==> src/rtl/id_ex_hazard_register_if.sv <==
// ID/EX boundary bundle: ID-stage controls/operands in, EX-stage copies and hazard feedback out.
// The master side is main_controller/ID; the slave side is the ID/EX register.
interface id_ex_hazard_register_if #(
    parameter int DATA_WIDTH     = 32,
    parameter int REG_ADDR_WIDTH = 5,
    parameter int CNT_WIDTH      = 16
);
    logic                      flush;
    logic [REG_ADDR_WIDTH-1:0] id_rs1;
    logic [REG_ADDR_WIDTH-1:0] id_rs2;
    logic [REG_ADDR_WIDTH-1:0] id_rd;
    logic                      id_branch;
    logic                      id_memory_read;
    logic                      id_memory_to_register;
    logic                      id_memory_write;
    logic                      id_alu_source;
    logic                      id_register_write;
    logic [3:0]                id_alu_option;
    logic [1:0]                id_AuipcLui;
    logic [DATA_WIDTH-1:0]     id_pc;
    logic [DATA_WIDTH-1:0]     id_rs1_data;
    logic [DATA_WIDTH-1:0]     id_rs2_data;
    logic [DATA_WIDTH-1:0]     id_imm;
    logic [3:0]                id_funct;

    logic                      hazard_mux_enable;
    logic                      pc_write;
    logic                      if_id_write;
    logic [REG_ADDR_WIDTH-1:0] ex_rs1;
    logic [REG_ADDR_WIDTH-1:0] ex_rs2;
    logic [REG_ADDR_WIDTH-1:0] ex_rd;
    logic                      ex_branch;
    logic                      ex_memory_read;
    logic                      ex_memory_to_register;
    logic                      ex_memory_write;
    logic                      ex_alu_source;
    logic                      ex_register_write;
    logic [3:0]                ex_alu_option;
    logic [1:0]                ex_AuipcLui;
    logic [DATA_WIDTH-1:0]     ex_pc;
    logic [DATA_WIDTH-1:0]     ex_rs1_data;
    logic [DATA_WIDTH-1:0]     ex_rs2_data;
    logic [DATA_WIDTH-1:0]     ex_imm;
    logic [3:0]                ex_funct;
    logic                      ex_valid;
    logic [CNT_WIDTH-1:0]      bubble_count;

    modport master (
        output flush, id_rs1, id_rs2, id_rd, id_branch, id_memory_read,
               id_memory_to_register, id_memory_write, id_alu_source,
               id_register_write, id_alu_option, id_AuipcLui, id_pc,
               id_rs1_data, id_rs2_data, id_imm, id_funct,
        input  hazard_mux_enable, pc_write, if_id_write, ex_rs1, ex_rs2, ex_rd,
               ex_branch, ex_memory_read, ex_memory_to_register, ex_memory_write,
               ex_alu_source, ex_register_write, ex_alu_option, ex_AuipcLui,
               ex_pc, ex_rs1_data, ex_rs2_data, ex_imm, ex_funct, ex_valid,
               bubble_count
    );

    modport slave (
        input  flush, id_rs1, id_rs2, id_rd, id_branch, id_memory_read,
               id_memory_to_register, id_memory_write, id_alu_source,
               id_register_write, id_alu_option, id_AuipcLui, id_pc,
               id_rs1_data, id_rs2_data, id_imm, id_funct,
        output hazard_mux_enable, pc_write, if_id_write, ex_rs1, ex_rs2, ex_rd,
               ex_branch, ex_memory_read, ex_memory_to_register, ex_memory_write,
               ex_alu_source, ex_register_write, ex_alu_option, ex_AuipcLui,
               ex_pc, ex_rs1_data, ex_rs2_data, ex_imm, ex_funct, ex_valid,
               bubble_count
    );
endinterface

==> src/rtl/id_ex_hazard_register.sv <==
// ID/EX pipeline register with load-use hazard detection, branch flush and a
// saturating counter of inserted bubbles.
module id_ex_hazard_register #(
    parameter int DATA_WIDTH     = 32,
    parameter int REG_ADDR_WIDTH = 5,
    parameter int CNT_WIDTH      = 16
) (
    input  logic                   CLK,
    input  logic                   RESET_N,
    id_ex_hazard_register_if.slave bus
);
    logic [REG_ADDR_WIDTH-1:0] ex_rs1_reg, ex_rs2_reg, ex_rd_reg;
    logic                      ex_branch_reg, ex_memory_read_reg, ex_memory_to_register_reg;
    logic                      ex_memory_write_reg, ex_alu_source_reg, ex_register_write_reg;
    logic [3:0]                ex_alu_option_reg;
    logic [1:0]                ex_AuipcLui_reg;
    logic [DATA_WIDTH-1:0]     ex_pc_reg, ex_rs1_data_reg, ex_rs2_data_reg, ex_imm_reg;
    logic [3:0]                ex_funct_reg;
    logic                      ex_valid_reg;
    logic [CNT_WIDTH-1:0]      bubble_count_reg;

    logic load_use;
    logic hazard;

    // The load in EX is the only producer whose result is not yet forwardable.
    always_comb begin
        load_use = ex_memory_read_reg & ex_valid_reg & (ex_rd_reg != '0) &
                   ((ex_rd_reg == bus.id_rs1) | (ex_rd_reg == bus.id_rs2));
        hazard   = load_use & ~bus.flush;
    end

    always_ff @(posedge CLK or negedge RESET_N) begin
        if (!RESET_N) begin
            ex_rs1_reg                <= '0;
            ex_rs2_reg                <= '0;
            ex_rd_reg                 <= '0;
            ex_branch_reg             <= 1'b0;
            ex_memory_read_reg        <= 1'b0;
            ex_memory_to_register_reg <= 1'b0;
            ex_memory_write_reg       <= 1'b0;
            ex_alu_source_reg         <= 1'b0;
            ex_register_write_reg     <= 1'b0;
            ex_alu_option_reg         <= '0;
            ex_AuipcLui_reg           <= '0;
            ex_pc_reg                 <= '0;
            ex_rs1_data_reg           <= '0;
            ex_rs2_data_reg           <= '0;
            ex_imm_reg                <= '0;
            ex_funct_reg              <= '0;
            ex_valid_reg              <= 1'b0;
            bubble_count_reg          <= '0;
        end else begin
            // Data fields follow ID unless flushed; a flushed slot keeps stale data.
            if (!bus.flush) begin
                ex_rs1_reg      <= bus.id_rs1;
                ex_rs2_reg      <= bus.id_rs2;
                ex_rd_reg       <= bus.id_rd;
                ex_pc_reg       <= bus.id_pc;
                ex_rs1_data_reg <= bus.id_rs1_data;
                ex_rs2_data_reg <= bus.id_rs2_data;
                ex_imm_reg      <= bus.id_imm;
                ex_funct_reg    <= bus.id_funct;
            end
            if (bus.flush || hazard) begin
                ex_branch_reg             <= 1'b0;
                ex_memory_read_reg        <= 1'b0;
                ex_memory_to_register_reg <= 1'b0;
                ex_memory_write_reg       <= 1'b0;
                ex_alu_source_reg         <= 1'b0;
                ex_register_write_reg     <= 1'b0;
                ex_alu_option_reg         <= '0;
                ex_AuipcLui_reg           <= '0;
                ex_valid_reg              <= 1'b0;
            end else begin
                ex_branch_reg             <= bus.id_branch;
                ex_memory_read_reg        <= bus.id_memory_read;
                ex_memory_to_register_reg <= bus.id_memory_to_register;
                ex_memory_write_reg       <= bus.id_memory_write;
                ex_alu_source_reg         <= bus.id_alu_source;
                ex_register_write_reg     <= bus.id_register_write;
                ex_alu_option_reg         <= bus.id_alu_option;
                ex_AuipcLui_reg           <= bus.id_AuipcLui;
                ex_valid_reg              <= 1'b1;
            end
            if (hazard && (bubble_count_reg != {CNT_WIDTH{1'b1}}))
                bubble_count_reg <= bubble_count_reg + CNT_WIDTH'(1);
        end
    end

    assign bus.hazard_mux_enable     = hazard;
    assign bus.pc_write              = ~hazard;
    assign bus.if_id_write           = ~hazard;
    assign bus.ex_rs1                = ex_rs1_reg;
    assign bus.ex_rs2                = ex_rs2_reg;
    assign bus.ex_rd                 = ex_rd_reg;
    assign bus.ex_branch             = ex_branch_reg;
    assign bus.ex_memory_read        = ex_memory_read_reg;
    assign bus.ex_memory_to_register = ex_memory_to_register_reg;
    assign bus.ex_memory_write       = ex_memory_write_reg;
    assign bus.ex_alu_source         = ex_alu_source_reg;
    assign bus.ex_register_write     = ex_register_write_reg;
    assign bus.ex_alu_option         = ex_alu_option_reg;
    assign bus.ex_AuipcLui           = ex_AuipcLui_reg;
    assign bus.ex_pc                 = ex_pc_reg;
    assign bus.ex_rs1_data           = ex_rs1_data_reg;
    assign bus.ex_rs2_data           = ex_rs2_data_reg;
    assign bus.ex_imm                = ex_imm_reg;
    assign bus.ex_funct              = ex_funct_reg;
    assign bus.ex_valid              = ex_valid_reg;
    assign bus.bubble_count          = bubble_count_reg;
endmodule
==> src/flat_wrapper.sv <==
// flat-port wrapper written by rule: the top's interface ports become plain ports
module id_ex_hazard_register_flat 
#(
    parameter int DATA_WIDTH     = 32,
    parameter int REG_ADDR_WIDTH = 5,
    parameter int CNT_WIDTH      = 16
)
  (CLK, RESET_N, bus_flush, bus_id_rs1, bus_id_rs2, bus_id_rd, bus_id_branch, bus_id_memory_read, bus_id_memory_to_register, bus_id_memory_write, bus_id_alu_source, bus_id_register_write, bus_id_alu_option, bus_id_AuipcLui, bus_id_pc, bus_id_rs1_data, bus_id_rs2_data, bus_id_imm, bus_id_funct, bus_hazard_mux_enable, bus_pc_write, bus_if_id_write, bus_ex_rs1, bus_ex_rs2, bus_ex_rd, bus_ex_branch, bus_ex_memory_read, bus_ex_memory_to_register, bus_ex_memory_write, bus_ex_alu_source, bus_ex_register_write, bus_ex_alu_option, bus_ex_AuipcLui, bus_ex_pc, bus_ex_rs1_data, bus_ex_rs2_data, bus_ex_imm, bus_ex_funct, bus_ex_valid, bus_bubble_count);
  id_ex_hazard_register_if #(.DATA_WIDTH(DATA_WIDTH), .REG_ADDR_WIDTH(REG_ADDR_WIDTH), .CNT_WIDTH(CNT_WIDTH)) bus_i ();
  input  logic CLK;
  input  logic RESET_N;
  input wire logic [$bits(bus_i.flush)-1:0] bus_flush;
  input wire logic [$bits(bus_i.id_rs1)-1:0] bus_id_rs1;
  input wire logic [$bits(bus_i.id_rs2)-1:0] bus_id_rs2;
  input wire logic [$bits(bus_i.id_rd)-1:0] bus_id_rd;
  input wire logic [$bits(bus_i.id_branch)-1:0] bus_id_branch;
  input wire logic [$bits(bus_i.id_memory_read)-1:0] bus_id_memory_read;
  input wire logic [$bits(bus_i.id_memory_to_register)-1:0] bus_id_memory_to_register;
  input wire logic [$bits(bus_i.id_memory_write)-1:0] bus_id_memory_write;
  input wire logic [$bits(bus_i.id_alu_source)-1:0] bus_id_alu_source;
  input wire logic [$bits(bus_i.id_register_write)-1:0] bus_id_register_write;
  input wire logic [$bits(bus_i.id_alu_option)-1:0] bus_id_alu_option;
  input wire logic [$bits(bus_i.id_AuipcLui)-1:0] bus_id_AuipcLui;
  input wire logic [$bits(bus_i.id_pc)-1:0] bus_id_pc;
  input wire logic [$bits(bus_i.id_rs1_data)-1:0] bus_id_rs1_data;
  input wire logic [$bits(bus_i.id_rs2_data)-1:0] bus_id_rs2_data;
  input wire logic [$bits(bus_i.id_imm)-1:0] bus_id_imm;
  input wire logic [$bits(bus_i.id_funct)-1:0] bus_id_funct;
  output wire logic [$bits(bus_i.hazard_mux_enable)-1:0] bus_hazard_mux_enable;
  output wire logic [$bits(bus_i.pc_write)-1:0] bus_pc_write;
  output wire logic [$bits(bus_i.if_id_write)-1:0] bus_if_id_write;
  output wire logic [$bits(bus_i.ex_rs1)-1:0] bus_ex_rs1;
  output wire logic [$bits(bus_i.ex_rs2)-1:0] bus_ex_rs2;
  output wire logic [$bits(bus_i.ex_rd)-1:0] bus_ex_rd;
  output wire logic [$bits(bus_i.ex_branch)-1:0] bus_ex_branch;
  output wire logic [$bits(bus_i.ex_memory_read)-1:0] bus_ex_memory_read;
  output wire logic [$bits(bus_i.ex_memory_to_register)-1:0] bus_ex_memory_to_register;
  output wire logic [$bits(bus_i.ex_memory_write)-1:0] bus_ex_memory_write;
  output wire logic [$bits(bus_i.ex_alu_source)-1:0] bus_ex_alu_source;
  output wire logic [$bits(bus_i.ex_register_write)-1:0] bus_ex_register_write;
  output wire logic [$bits(bus_i.ex_alu_option)-1:0] bus_ex_alu_option;
  output wire logic [$bits(bus_i.ex_AuipcLui)-1:0] bus_ex_AuipcLui;
  output wire logic [$bits(bus_i.ex_pc)-1:0] bus_ex_pc;
  output wire logic [$bits(bus_i.ex_rs1_data)-1:0] bus_ex_rs1_data;
  output wire logic [$bits(bus_i.ex_rs2_data)-1:0] bus_ex_rs2_data;
  output wire logic [$bits(bus_i.ex_imm)-1:0] bus_ex_imm;
  output wire logic [$bits(bus_i.ex_funct)-1:0] bus_ex_funct;
  output wire logic [$bits(bus_i.ex_valid)-1:0] bus_ex_valid;
  output wire logic [$bits(bus_i.bubble_count)-1:0] bus_bubble_count;
  assign bus_i.flush = bus_flush;
  assign bus_i.id_rs1 = bus_id_rs1;
  assign bus_i.id_rs2 = bus_id_rs2;
  assign bus_i.id_rd = bus_id_rd;
  assign bus_i.id_branch = bus_id_branch;
  assign bus_i.id_memory_read = bus_id_memory_read;
  assign bus_i.id_memory_to_register = bus_id_memory_to_register;
  assign bus_i.id_memory_write = bus_id_memory_write;
  assign bus_i.id_alu_source = bus_id_alu_source;
  assign bus_i.id_register_write = bus_id_register_write;
  assign bus_i.id_alu_option = bus_id_alu_option;
  assign bus_i.id_AuipcLui = bus_id_AuipcLui;
  assign bus_i.id_pc = bus_id_pc;
  assign bus_i.id_rs1_data = bus_id_rs1_data;
  assign bus_i.id_rs2_data = bus_id_rs2_data;
  assign bus_i.id_imm = bus_id_imm;
  assign bus_i.id_funct = bus_id_funct;
  assign bus_hazard_mux_enable = bus_i.hazard_mux_enable;
  assign bus_pc_write = bus_i.pc_write;
  assign bus_if_id_write = bus_i.if_id_write;
  assign bus_ex_rs1 = bus_i.ex_rs1;
  assign bus_ex_rs2 = bus_i.ex_rs2;
  assign bus_ex_rd = bus_i.ex_rd;
  assign bus_ex_branch = bus_i.ex_branch;
  assign bus_ex_memory_read = bus_i.ex_memory_read;
  assign bus_ex_memory_to_register = bus_i.ex_memory_to_register;
  assign bus_ex_memory_write = bus_i.ex_memory_write;
  assign bus_ex_alu_source = bus_i.ex_alu_source;
  assign bus_ex_register_write = bus_i.ex_register_write;
  assign bus_ex_alu_option = bus_i.ex_alu_option;
  assign bus_ex_AuipcLui = bus_i.ex_AuipcLui;
  assign bus_ex_pc = bus_i.ex_pc;
  assign bus_ex_rs1_data = bus_i.ex_rs1_data;
  assign bus_ex_rs2_data = bus_i.ex_rs2_data;
  assign bus_ex_imm = bus_i.ex_imm;
  assign bus_ex_funct = bus_i.ex_funct;
  assign bus_ex_valid = bus_i.ex_valid;
  assign bus_bubble_count = bus_i.bubble_count;
  id_ex_hazard_register #(.DATA_WIDTH(DATA_WIDTH), .REG_ADDR_WIDTH(REG_ADDR_WIDTH), .CNT_WIDTH(CNT_WIDTH)) u_core (.CLK(CLK), .RESET_N(RESET_N), .bus(bus_i));
endmodule
==> config.mk <==
export PLATFORM = sky130hd
export DESIGN_NAME = id_ex_hazard_register_flat
export DESIGN_NICKNAME = d
export VERILOG_FILES = /design/src/rtl/id_ex_hazard_register_if.sv /design/src/rtl/id_ex_hazard_register.sv /design/src/flat_wrapper.sv
export SDC_FILE = /design/constraint.sdc
export NUM_CORES = 1
export LEC_CHECK = 0
export ABC_CLOCK_PERIOD_IN_PS = 4300
export BUFFER_PORTS_ARGS = -buffer_cell sky130_fd_sc_hd__buf_2
export CAP_MARGIN = 30
export CORE_AREA = 2 2 133 135
export DETAILED_ROUTE_END_ITERATION = 10
export DIE_AREA = 0 0 135 137
export GPL_ROUTABILITY_DRIVEN = 0
export PLACE_DENSITY = 0.73
export SYNTH_ARGS = -nofsm -noshare
export SYNTH_HDL_FRONTEND = slang
export SYNTH_SLANG_ARGS = --single-unit
==> constraint.sdc <==
create_clock -name CLK -period 4.3 [get_ports CLK]
set_input_delay 0.215 -clock CLK [delete_from_list [all_inputs] [get_ports CLK]]
set_output_delay 0.215 -clock CLK [all_outputs]
set_load 0.02 [all_outputs]
# Yosys cells after proc, flatten, opt, wreduce, memory -nomap -nowiden
# Cells that the tools add are included.
[word_totals]
ff_bits = 176
out_inout_bits = 179
inputBits = 162
wordCells = 41
[classes]
bitwise_logic = 7
n_mux = 9
n_eq_ne = 3
n_addsub = 1
reduce_logical = 3
[op_table]
columns = ["op", "count"]
rows = [
  ["$add A16 B1 Y16 const B", 1],
  ["$ne A16 B16 Y1 const B", 1],
  ["$eq A5 B5 Y1", 2],
  ["$mux W1", 7],
  ["$reduce_bool A5 Y1", 1],
  ["$and A1 B1 Y1", 4],
  ["$mux W4", 1],
  ["$mux W2", 1],
  ["$not A1 Y1", 2],
  ["$logic_and A1 B1 Y1", 1],
  ["$logic_or A1 B1 Y1", 1],
  ["$or A1 B1 Y1", 1],
]

# Logic depth before layout (Yosys ltp)
# Gate-level depths: netlist (run 1).
[logic_depth]
word_depth = 6
mapped_depth = 7
ltp_nobuf = 6

# Least setup slack after synthesis (run 1)
# No wires, ideal clock.
[synth_timing]
path_type = "reg-to-output"
startpoint = "register u_core.ex_rd_reg[0], in the netlist u_core.bus.ex_rd[0]"
endpoint = "output port bus_pc_write"
stages_incl_launch_ff = 6
setup_slack_ns = 2.340
arrival_time_ns = 1.745
required_time_ns = 4.085
path_buffers = 1
cell_sequence = "dfrtp_1 or4_4 o211ai_2 nor2_1 nand2_1 buf_4"
[synth_via]
elab_chain_cells = 5
word_cells_on_any_way = 8
classes_between = "eq/ne: 2; bitwise: 5; reduce/logical: 1"
[synth_rtl]
columns = ["item", "line", "rtl"]
rows = [
  ["start, declared", "id_ex_hazard_register.sv:12", "logic [REG_ADDR_WIDTH-1:0] ex_rs1_reg, ex_rs2_reg, ex_rd_reg;"],
  ["start signal, assigned", "id_ex_hazard_register.sv:57", "ex_rd_reg <= bus.id_rd;"],
  ["$eq A5 B5 Y1 / $reduce_bool A5 Y1 (equally long branches)", "id_ex_hazard_register.sv:28, id_ex_hazard_register.sv:27", ""],
  ["$or A1 B1 Y1 / $and A1 B1 Y1 (equally long branches)", "id_ex_hazard_register.sv:28, id_ex_hazard_register.sv:27", ""],
  ["$and A1 B1 Y1 *", "id_ex_hazard_register.sv:27", "load_use = ex_memory_read_reg & ex_valid_reg & (ex_rd_reg != '0) &"],
  ["$and A1 B1 Y1 *", "id_ex_hazard_register.sv:29", "hazard = load_use & ~bus.flush;"],
  ["$not A1 Y1 *", "n/a", ""],
  ["end, declared", "flat_wrapper.sv:30", "output wire logic [$bits(bus_i.pc_write)-1:0] bus_pc_write;"],
]
# Every way passes the cells marked *; elsewhere a longest branch is shown, timed or not.

# Final worst setup path (run 1)
[layout_timing]
startpoint = "register u_core.ex_rd_reg[2], in the netlist u_core.bus.ex_rd[2]"
endpoint = "output port bus_hazard_mux_enable"
[layout_via]
elab_chain_cells = 4
word_cells_on_any_way = 7
classes_between = "eq/ne: 2; bitwise: 4; reduce/logical: 1"
[layout_rtl]
columns = ["item", "line", "rtl"]
rows = [
  ["$eq A5 B5 Y1 / $reduce_bool A5 Y1 (equally long branches)", "id_ex_hazard_register.sv:28, id_ex_hazard_register.sv:27", ""],
  ["$or A1 B1 Y1 / $and A1 B1 Y1 (equally long branches)", "id_ex_hazard_register.sv:28, id_ex_hazard_register.sv:27", ""],
  ["$and A1 B1 Y1 *", "id_ex_hazard_register.sv:27", ""],
  ["$and A1 B1 Y1 *", "id_ex_hazard_register.sv:29", ""],
  ["end, declared", "flat_wrapper.sv:29", "output wire logic [$bits(bus_i.hazard_mux_enable)-1:0] bus_hazard_mux_enable;"],
]
# Marks and branches as above.

==> results of run 1 <==
## power by group through the flow
stage	clock [W]	combinational (W)	sequential (W)
floorplan	0	0.000203	0.00210
detailed placement	0	0.000710	0.00191
finish	0.00166	0.000707	0.00188
CTS	0.00170	0.000719	0.00188
global placement	0	0.000698	0.00190
global route	0.00178	0.000759	0.00190
## cells by family (layout without fill, tap and decap cells)
| family | after synthesis | count (layout) | share of synthesized area |
|---|---|---|---|
| AO/OA/AOI/OAI | 6 | 6 | 0.00821 |
| adder cells (fa/ha/maj) | 1 | 1 | 0.00182 |
| AND/OR/NAND/NOR | 63 | 63 | 0.0567 |
| multiplexers | 149 | 149 | 0.244 |
| flip-flops | 176 | 176 | 0.642 |
| buffers and inverters | 24 | 389 | 0.0175 |
| XOR/XNOR | 23 | 23 | 0.0294 |
## per-stage QoR
step | utilization | worst slack (ns) | total power, W | cell area, um^2 | hold slack (ns)
2_1_floorplan | - | 2.34 | 0.00230 | 6860 | -0.0806
3_3_place_gp | 0.515 | 2.24 | 0.00260 | 8780 | 0.376
3_5_place_dp | 0.516 | 2.12 | 0.00262 | 8810 | 0.376
4_1_cts | 0.560 | 1.70 | 0.00430 | 9550 | 0.00120
5_1_grt | 0.560 | 1.60 | 0.00444 | 9560 | 0.000307
6_report | 0.560 | 1.75 | 0.00425 | 9560 | 0.0190
## path summary, 6_finish.rpt
kind / startpoint / endpoint / slack, ns / cells after the start
worst max register to register: u_core.bus.ex_rd[2] / u_core.bus.bubble_count[1] / 2.15 / 5
min in group asynchronous: RESET_N / u_core.bus.ex_rs2_data[13] / 0.44 / 2
worst min-delay path: bus_id_branch / u_core.bus.ex_branch / 0.02 / 2
worst min register to register: u_core.bus.ex_rs1[2] / u_core.bus.ex_rs1[2] / 0.50 / 1
worst max-delay path: u_core.bus.ex_rd[2] / bus_hazard_mux_enable / 1.75 / 6
max in group asynchronous: RESET_N / u_core.bus.ex_imm[27] / 2.88 / 3
## worst register-to-register path: stages (launching register included)
cell and delay [ns]:
dfrtp_1 0.44, xnor2_1 0.21, nand3_1 0.12, o22ai_2 0.66
nand3b_1 0.25, mux2_1 0.36
## metal layers
layer | routed length [um] | vias to the layer above | track usage
li1 | - | 2251 | -
met1 | 6460 | 2370 | 0.205
met2 | 8870 | 199 | 0.316
met3 | 1620 | 15 | 0.0811
met4 | 189 | 2 | 0.0434
met5 | 13 | - | 0
## final cells by class
cell class              count  area [um^2]
clock buffers              18          429
clock inverters            13          200
fillers                  1441         7500
inverters                   2         7.51
multi-input cells         242         2340
flip-flops and latches    176         4400
well taps                 225          282
repair buffers            356         1900
## cells in the mapped netlist (2+ instances only)
| master | n |
|---|---|
| nand4_1 | 5 |
| nand2_1 | 7 |
| a31oi_1 | 2 |
| clkbuf_1 | 4 |
| buf_1 | 3 |
| nand3_1 | 10 |
| nor2_1 | 9 |
| xnor2_1 | 23 |
| nand4_2 | 2 |
| nor2b_1 | 2 |
| and2_1 | 12 |
| buf_4 | 2 |
| nor4_1 | 2 |
| buf_2 | 12 |
| nand4b_1 | 3 |
| dfrtp_1 | 176 |
| mux2_2 | 147 |
## timing repair
item,4_1_cts,5_1_grt
hold buffers,11,1
hold endpoints to repair,108,1
buffers inserted,0,0
==> impl_metrics.csv, run 1 <==
group,metric,value,unit
clock_network,post_cts_resized,0,
layout,fin_cells,1032,
setup_path,crit_fanout,17,
setup_path,cp-end-kind,"primary output",
detailed_routing,wirelength,17.2,mm
layout,drive_gt1_frac,0.659,
clock_network,clkLatencyLatePin,0.42,ns
sta,fin_crit_sh,0.594,
setup_path,critPathMaxStageDelay,0.66,ns
pwr,intPower,0.00310,W
sta,final.min_clock_period,2.55,ns
sta,relSlewSlack,0.389,
pwr,comb_power_share,0.166,
pwr,clkPwrFrac,0.391,
synth,synth_cells,442,
synth,seq_area_frac_synth,0.642,
global_route,grt_pass1_vias,4871,
layout,antenna_cells,0,
sta,hold_viol_final,0,
detailed_routing,wire_per_inst,16.6,um
floorplanning,die_h,137,um
place,dp_hpwl,12.7,mm
layout,final_cell_mix,"buf_2, dfrtp_1, mux2_2, xnor2_1, clkbuf_16",
global_route,grt_antenna_before_repair,2,
clock_network,cts_buffer_depth,2,
clock_network,clock_sinks,176,
synth,async_flop_share,1.00,
floorplanning,row_count,48,
place,dp_cells,989,
detailed_routing,ant_nets,0,
pwr,static-leakage-power,4.69,nW
floorplanning,die_w,135,um
floorplanning,fp.coreArea,17100,um^2
pwr,peakVddDrop,0.000283,V
sta,clock_skew,0.00324,ns
detailed_routing,dr_total_vias,4837,
clock_network,h-tree-depth,4,
global_route,grt-ovfl-total,0,
detailed_routing,drc_errors,0,
synth,synth_seq_cells,176,
floorplanning,ios,341,
floorplanning,initial_core_util,0.402,
min_path,min_path_type,"primary input to register",
pwr,switchingPower,0.00115,W
sta,rsz0062_at_grt,"no",
status,outcome,"completed",
setup_path,critical_path_required,4.09,ns
synth,syn_area,6860,um^2
setup_path,critPathTopFamily,"compound AO/OA/AOI/OAI gates",
clock_network,path_clk_slew,0.06,ns
layout,final_common_cell,"buf_2",
sta,drv_slew,0,
detailed_routing,drt_iter0_markers,144,
flow_run,drv_cap,0,
setup_path,slowest_stage,"o22ai_2",
sta,tightestPinTransition,0.916,ns
layout,area_growth,39.3,%
layout,nets,958,
sta,setup_viol,0,
synth,synth-edff-count,0,
setup_path,critical_path.startpoint_type,"register",
synth,syn_nets,605,
global_route,grtUsageTotal,0.181,
setup_path,critPathKind,"register to primary output",
detailed_routing,dr.pass1.iters,4,
clock_network,cts_tree,"yes",
synth,synth_cell_type_count,38,
synth,synth_top_area_share,0.642,
pwr,seqPwrFrac,0.443,
place,place.port_buffers,340,
detailed_routing,viasPerCell,4.69,
setup_path,path_buf_inv,2,
synth,yosys.area.top_type,"dfrtp_1",
global_route,grt_max_degree,100,
synth,postSynthAreaPerCell,15.5,um^2
sta,clock.fmax,391,MHz
pwr,swShare,0.271,
synth,yosys_warnings,0,
setup_path,crit_chain,"xnor2_1 > nand3_1 > o22ai_2 > nand2_1 > inv_2 > buf_2",
global_route,grt_pass1_wl,25.7,mm
setup_path,critPathArrivalTime,2.34,ns
clock_network,numCtsBuffers,17,
sta,setup_tns,0,ns
clock_network,cts-root-buf,"clkbuf_16",
synth,synthFlopType,"dfrtp_1",
floorplanning,dieArea,18500,um^2
synth,ys_top_cells_by_area,"dfrtp_1, mux2_2, xnor2_1",
pwr,p_per_area,445,nW/um^2
Note: power is estimated with default switching activity, not from simulation.
==> run 2, diff against run 1 <==
- ABC_CLOCK_PERIOD_IN_PS: 4300 -> 2000
- CORE_AREA: 2 2 133 135 -> unset
- CORE_MARGIN: unset -> 2
- CORE_UTILIZATION: unset -> 41
- DIE_AREA: 0 0 135 137 -> unset
- PLACE_DENSITY: 0.73 -> 0.77
- clock period: 4.3 -> 2 ns (I/O delays scaled with it)
==> impl_metrics.csv, run 2 (synthesis results as in run 1) <==
group,metric,value,unit
status,outcome,"finished with violations",
status,failed_checks,"setup timing",
clock_network,cts_tree,"yes",
place,place.port_buffers,340,
sta,whs,0.190,ns
pwr,clkPwrFrac,0.359,
global_route,grtUsageTotal,0.235,
clock_network,h-tree-depth,4,
sta,fin_crit_sh,1.09,
floorplanning,die_h,133,um
clock_network,cts-root-buf,"clkbuf_16",
detailed_routing,drt_iter0_markers,132,
detailed_routing,ant_nets,0,
clock_network,cts_buffer_depth,2,
clock_network,clock_sinks,176,
layout,final.fill_count,1118,
place,dp_cells,992,
sta,relSlewSlack,0.611,
sta,setup_ws,-0.171,ns
sta,drv_slew,0,
pwr,switchingPower,0.00267,W
pwr,static-leakage-power,5.40,nW
layout,final_common_cell,"buf_2",
global_route,grt_max_degree,58,
global_route,grt_antenna_before_repair,1,
floorplanning,fp.coreArea,16500,um^2
pwr,p_per_area,821,nW/um^2
pwr,peakVddDrop,0.000531,V
detailed_routing,dr.pass1.iters,4,
layout,multi_input_area,2370,um^2
sta,setup_tns,-0.492,ns
pwr,comb_power_share,0.201,
detailed_routing,drc_errors,0,
setup_path,critical_path_required,1.90,ns
pwr,seqPwrFrac,0.440,
sta,clock.fmax,461,MHz
setup_path,critical_path.startpoint_type,"register",
sta,clock_skew,0.00394,ns
detailed_routing,wire_per_inst,17.5,um
floorplanning,initial_core_util,0.417,
global_route,grt_pass1_wl,32.2,mm
layout,final_cell_mix,"buf_2, dfrtp_1, dlygate4sd3_1, mux2_2, xnor2_1",
clock_network,path_clk_slew,0.07,ns
setup_path,crit_fanout,4,
sta,hold_viol_final,0,
setup_path,critPathArrivalTime,2.07,ns
floorplanning,dieArea,17800,um^2
pwr,intPower,0.00654,W
setup_path,cp-end-kind,"primary output",
layout,finish.utilization,0.682,
layout,drive_gt1_frac,0.569,
layout,nets,1125,
clock_network,clkLatencyLatePin,0.42,ns
sta,setup_viol,4,
place,dp_hpwl,13.2,mm
sta,rsz0062_at_grt,"yes",
setup_path,critPathKind,"register to primary output",
sta,tightestPinTransition,0.584,ns
floorplanning,ios,341,
global_route,grt_pass1_vias,6217,
layout,area_growth,63.6,%
detailed_routing,dr_total_vias,5660,
min_path,min_path_type,"primary input to async pin",
sta,final.min_clock_period,2.17,ns
floorplanning,row_count,47,
floorplanning,die_w,133,um
flow_run,drv_cap,0,
global_route,grt-ovfl-total,0,
pwr,swShare,0.290,
layout,fin_cells,1198,
detailed_routing,viasPerCell,4.72,
detailed_routing,wirelength,20.9,mm
pwr,finalPower,0.00922,W
clock_network,numCtsBuffers,17,
layout,seqCellArea,4400,um^2
==> run 2: cell count changes in the layout (fill, tap and decap cells not counted), sizes merged <==
cell | previous run | this run
dlygate4sd3 | 12 | 160
bufinv | 4 | 1
diode | 0 | 3
inv | 8 | 10
clkinv | 3 | 5
buf | 344 | 363
==> run 2: worst paths after layout <==
path                                       startpoint                          to  slack (ns)  depth (start not counted)
worst max-delay path              u_core.bus.ex_rd[3]       bus_hazard_mux_enable       -0.17                          7
worst min-delay path                          RESET_N       u_core.bus.ex_imm[12]        0.19                          2
worst max register to register    u_core.bus.ex_rd[3]  u_core.bus.bubble_count[1]       -0.02                          7
worst min register to register  u_core.bus.ex_imm[10]       u_core.bus.ex_imm[10]        0.50                          1
max in group asynchronous                     RESET_N       u_core.bus.ex_imm[13]        1.06                          3
min in group CLK                            bus_flush        u_core.bus.ex_rs1[1]        0.25                          2
==> run 2: worst max-delay path, cell delays in order (launching register included) <==
cell	delay, ns
dfrtp_1	0.43
or4_4	0.56
o211ai_4	0.20
buf_6	0.14
nor2_4	0.03
nand2_2	0.12
inv_2	0.05
buf_6	0.12
==> run 2: final cells by class <==
cell class                 instances  area share
inverter                           2    0.000669
clock buffer                      18      0.0382
antenna                            3    0.000669
clock inverter                    14      0.0134
sequential                       176       0.392
multi-input combinational        242       0.211
timing repair buffer             523       0.319
tap                              220      0.0245
==> run 2: what timing repair did <==
action | 4_1_cts | 5_1_grt
buffers inserted | 7 | 4
endpoints found under the hold margin | 205 | 0
resized for setup | 9 | 4
pin swaps | 3 | 3
hold buffers | 160 | 0
setup endpoints to repair | 3 | 6
==> run 2: power groups by stage <==
| stage | clock [W] | sequential, W | combinational (W) |
|---|---|---|---|
| 2_1_floorplan | 0 | 0.00451 | 0.000437 |
| 3_3_place_gp | 0 | 0.00410 | 0.00152 |
| 3_5_place_dp | 0 | 0.00411 | 0.00155 |
| 4_1_cts | 0.00338 | 0.00404 | 0.00183 |
| 5_1_grt | 0.00353 | 0.00409 | 0.00196 |
| 6_report | 0.00331 | 0.00406 | 0.00185 |
==> run 2: through the flow <==
stage / cell area, um^2 / setup slack (ns)
global placement: 8900 / 0.178
detailed placement: 8900 / 0.117
CTS: 11200 / -0.194
floorplan: 6860 / 0.100
finish: 11200 / -0.171
global route: 11200 / -0.224
==> run 2: per-layer routing <==
metal | GRT usage | up-vias | wire length, um
li1 | - | 2602 | -
met2 | 0.404 | 245 | 10500
met4 | 0.122 | 0 | 870
met3 | 0.0750 | 60 | 1580
met1 | 0.262 | 2753 | 7960
met5 | 0 | - | 0
==> run 3, diff against run 2 <==
- BUFFER_PORTS_ARGS: -buffer_cell sky130_fd_sc_hd__buf_2 -> unset
- CAP_MARGIN: 30 -> 20
- CORE_AREA: unset -> 2 2 132 134
- CORE_MARGIN: 2 -> unset
- CORE_UTILIZATION: 41 -> unset
- CTS_BUF_LIST: unset -> sky130_fd_sc_hd__clkbuf_4 sky130_fd_sc_hd__clkbuf_8 sky130_fd_sc_hd__clkbuf_16
- DIE_AREA: unset -> 0 0 134 136
- DONT_BUFFER_PORTS: unset -> 1
- PLACE_DENSITY: 0.77 -> 0.58
==> impl_metrics.csv, run 3 <==
group,metric,value,unit
synth,synth_cell_type_count,38,
floorplanning,row_count,48,
clock_network,cts_hold_buf,142,
synth,synth_simple_gate_area_frac,0.0567,
status,stop_stage,"4_1_cts",
floorplanning,die_h,136,um
synth,syn_area,6860,um^2
synth,yosysMostFrequentCell,"dfrtp_1",
synth,yosys-mux-area-fraction,0.244,
synth,postSynthAreaPerCell,15.5,um^2
floorplanning,initial_core_util,0.407,
clock_network,postCtsSetupBuffers,6,
clock_network,clock_sinks,176,
synth,synth_top_family_by_area,"multiplexers",
synth,syn_nets,605,
clock_network,h-tree-depth,4,
floorplanning,die_w,134,um
synth,synthFlopType,"dfrtp_1",
synth,yosys.area.top_type,"dfrtp_1",
synth,synth_top_area_share,0.642,
synth,synth_cells,442,
clock_network,cts-root-buf,"clkbuf_16",
synth,yosys_warnings,0,
synth,async_flop_share,1.00,
synth,ys_top_cells_by_area,"dfrtp_1, mux2_2, xnor2_1",
place,dp_hpwl,10.7,mm
synth,synth-xor-area-share,0.0294,
floorplanning,ios,341,
synth,synth_seq_cells,176,
synth,synth_compound_area_frac,0.00821,
clock_network,post_cts_resized,8,
place,place.port_buffers,0,
synth,synthTopCellsByCount,"dfrtp_1, mux2_2, xnor2_1",
synth,synth_fa_ha_area_frac,0.00182,
clock_network,numCtsBuffers,17,
clock_network,cts_buffer_depth,2,
status,outcome,"stopped before the end",
status,error,"[ERROR RSZ-0060] Max buffer count reached.",
synth,synth-edff-count,0,
synth,seq_area_frac_synth,0.642,
[run 3: kinds of logic after synthesis]
| kind of cell | after synthesis |
|---|---|
| xor+xnor | 23 |
| buf+inv | 24 |
| flops | 176 |
| simple gates | 63 |
| mux | 149 |
| compound gates | 6 |
| fa+ha+maj | 1 |
[run 3: through the flow]
stage | hold slack, ns | std cells | utilization | area, um^2 | worst slack [ns]
3_5_place_dp | -0.191 | 672 | 0.429 | 7230 | 0.0737
3_3_place_gp | -0.191 | 672 | 0.429 | 7230 | 0.199
2_1_floorplan | -0.196 | 442 | - | 6860 | 0.100
==> run 4, diff against run 3 <==
- ABC_CLOCK_PERIOD_IN_PS: 2000 -> 2600
- CORE_AREA: 2 2 132 134 -> unset
- CORE_MARGIN: unset -> 2
- CORE_UTILIZATION: unset -> 40
- CTS_BUF_LIST: sky130_fd_sc_hd__clkbuf_4 sky130_fd_sc_hd__clkbuf_8 sky130_fd_sc_hd__clkbuf_16 -> unset
- DIE_AREA: 0 0 134 136 -> unset
- PLACE_DENSITY: 0.58 -> unset
- PLACE_DENSITY_LB_ADDON: unset -> 0.15
- clock period: 2 -> 2.6 ns (I/O delays scaled with it)
==> impl_metrics.csv, run 4 <==
group,metric,value,unit
status,stop_stage,"4_1_cts",
synth,postSynthAreaPerCell,15.5,um^2
synth,syn_area,6860,um^2
floorplanning,die_w,135,um
clock_network,numCtsBuffers,17,
synth,yosys_warnings,0,
clock_network,cts-root-buf,"clkbuf_16",
synth,synthTopCellsByCount,"dfrtp_1, mux2_2, xnor2_1",
clock_network,clock_sinks,176,
synth,ys_top_cells_by_area,"dfrtp_1, mux2_2, xnor2_1",
clock_network,cts_buffer_depth,2,
place,dp_hpwl,11.2,mm
clock_network,cts_hold_buf,135,
synth,synthFlopType,"dfrtp_1",
floorplanning,ios,341,
floorplanning,die_h,135,um
place,dp_cells,642,
synth,synth-edff-count,0,
clock_network,h-tree-depth,4,
synth,synth_seq_cells,176,
clock_network,postCtsSetupBuffers,0,
synth,synth_cell_type_count,38,
floorplanning,initial_core_util,0.411,
status,outcome,"stopped before the end",
place,place.port_buffers,0,
synth,synth_top_area_share,0.642,
clock_network,post_cts_resized,0,
synth,syn_nets,605,
synth,async_flop_share,1.00,
synth,synth_cells,442,
status,error,"[ERROR RSZ-0060] Max buffer count reached.",
synth,yosys.area.top_type,"dfrtp_1",
synth,seq_area_frac_synth,0.642,
floorplanning,row_count,47,
synth,yosysMostFrequentCell,"dfrtp_1",
## run 4: cell counts after synthesis
Identical to the previous run, type by type.
## run 4: kinds of logic after synthesis
family | share of synthesized area
AND/OR/NAND/NOR | 0.0567
AO/OA/AOI/OAI | 0.00821
adder cells (fa/ha/maj) | 0.00182
XOR/XNOR | 0.0294
flip-flops | 0.642
multiplexers | 0.244
buffers and inverters | 0.0175
## run 4: stage by stage
stage	cell area (um^2)	setup slack, ns
detailed placement	7040	0.401
global placement	7040	0.469
floorplan	6860	0.700
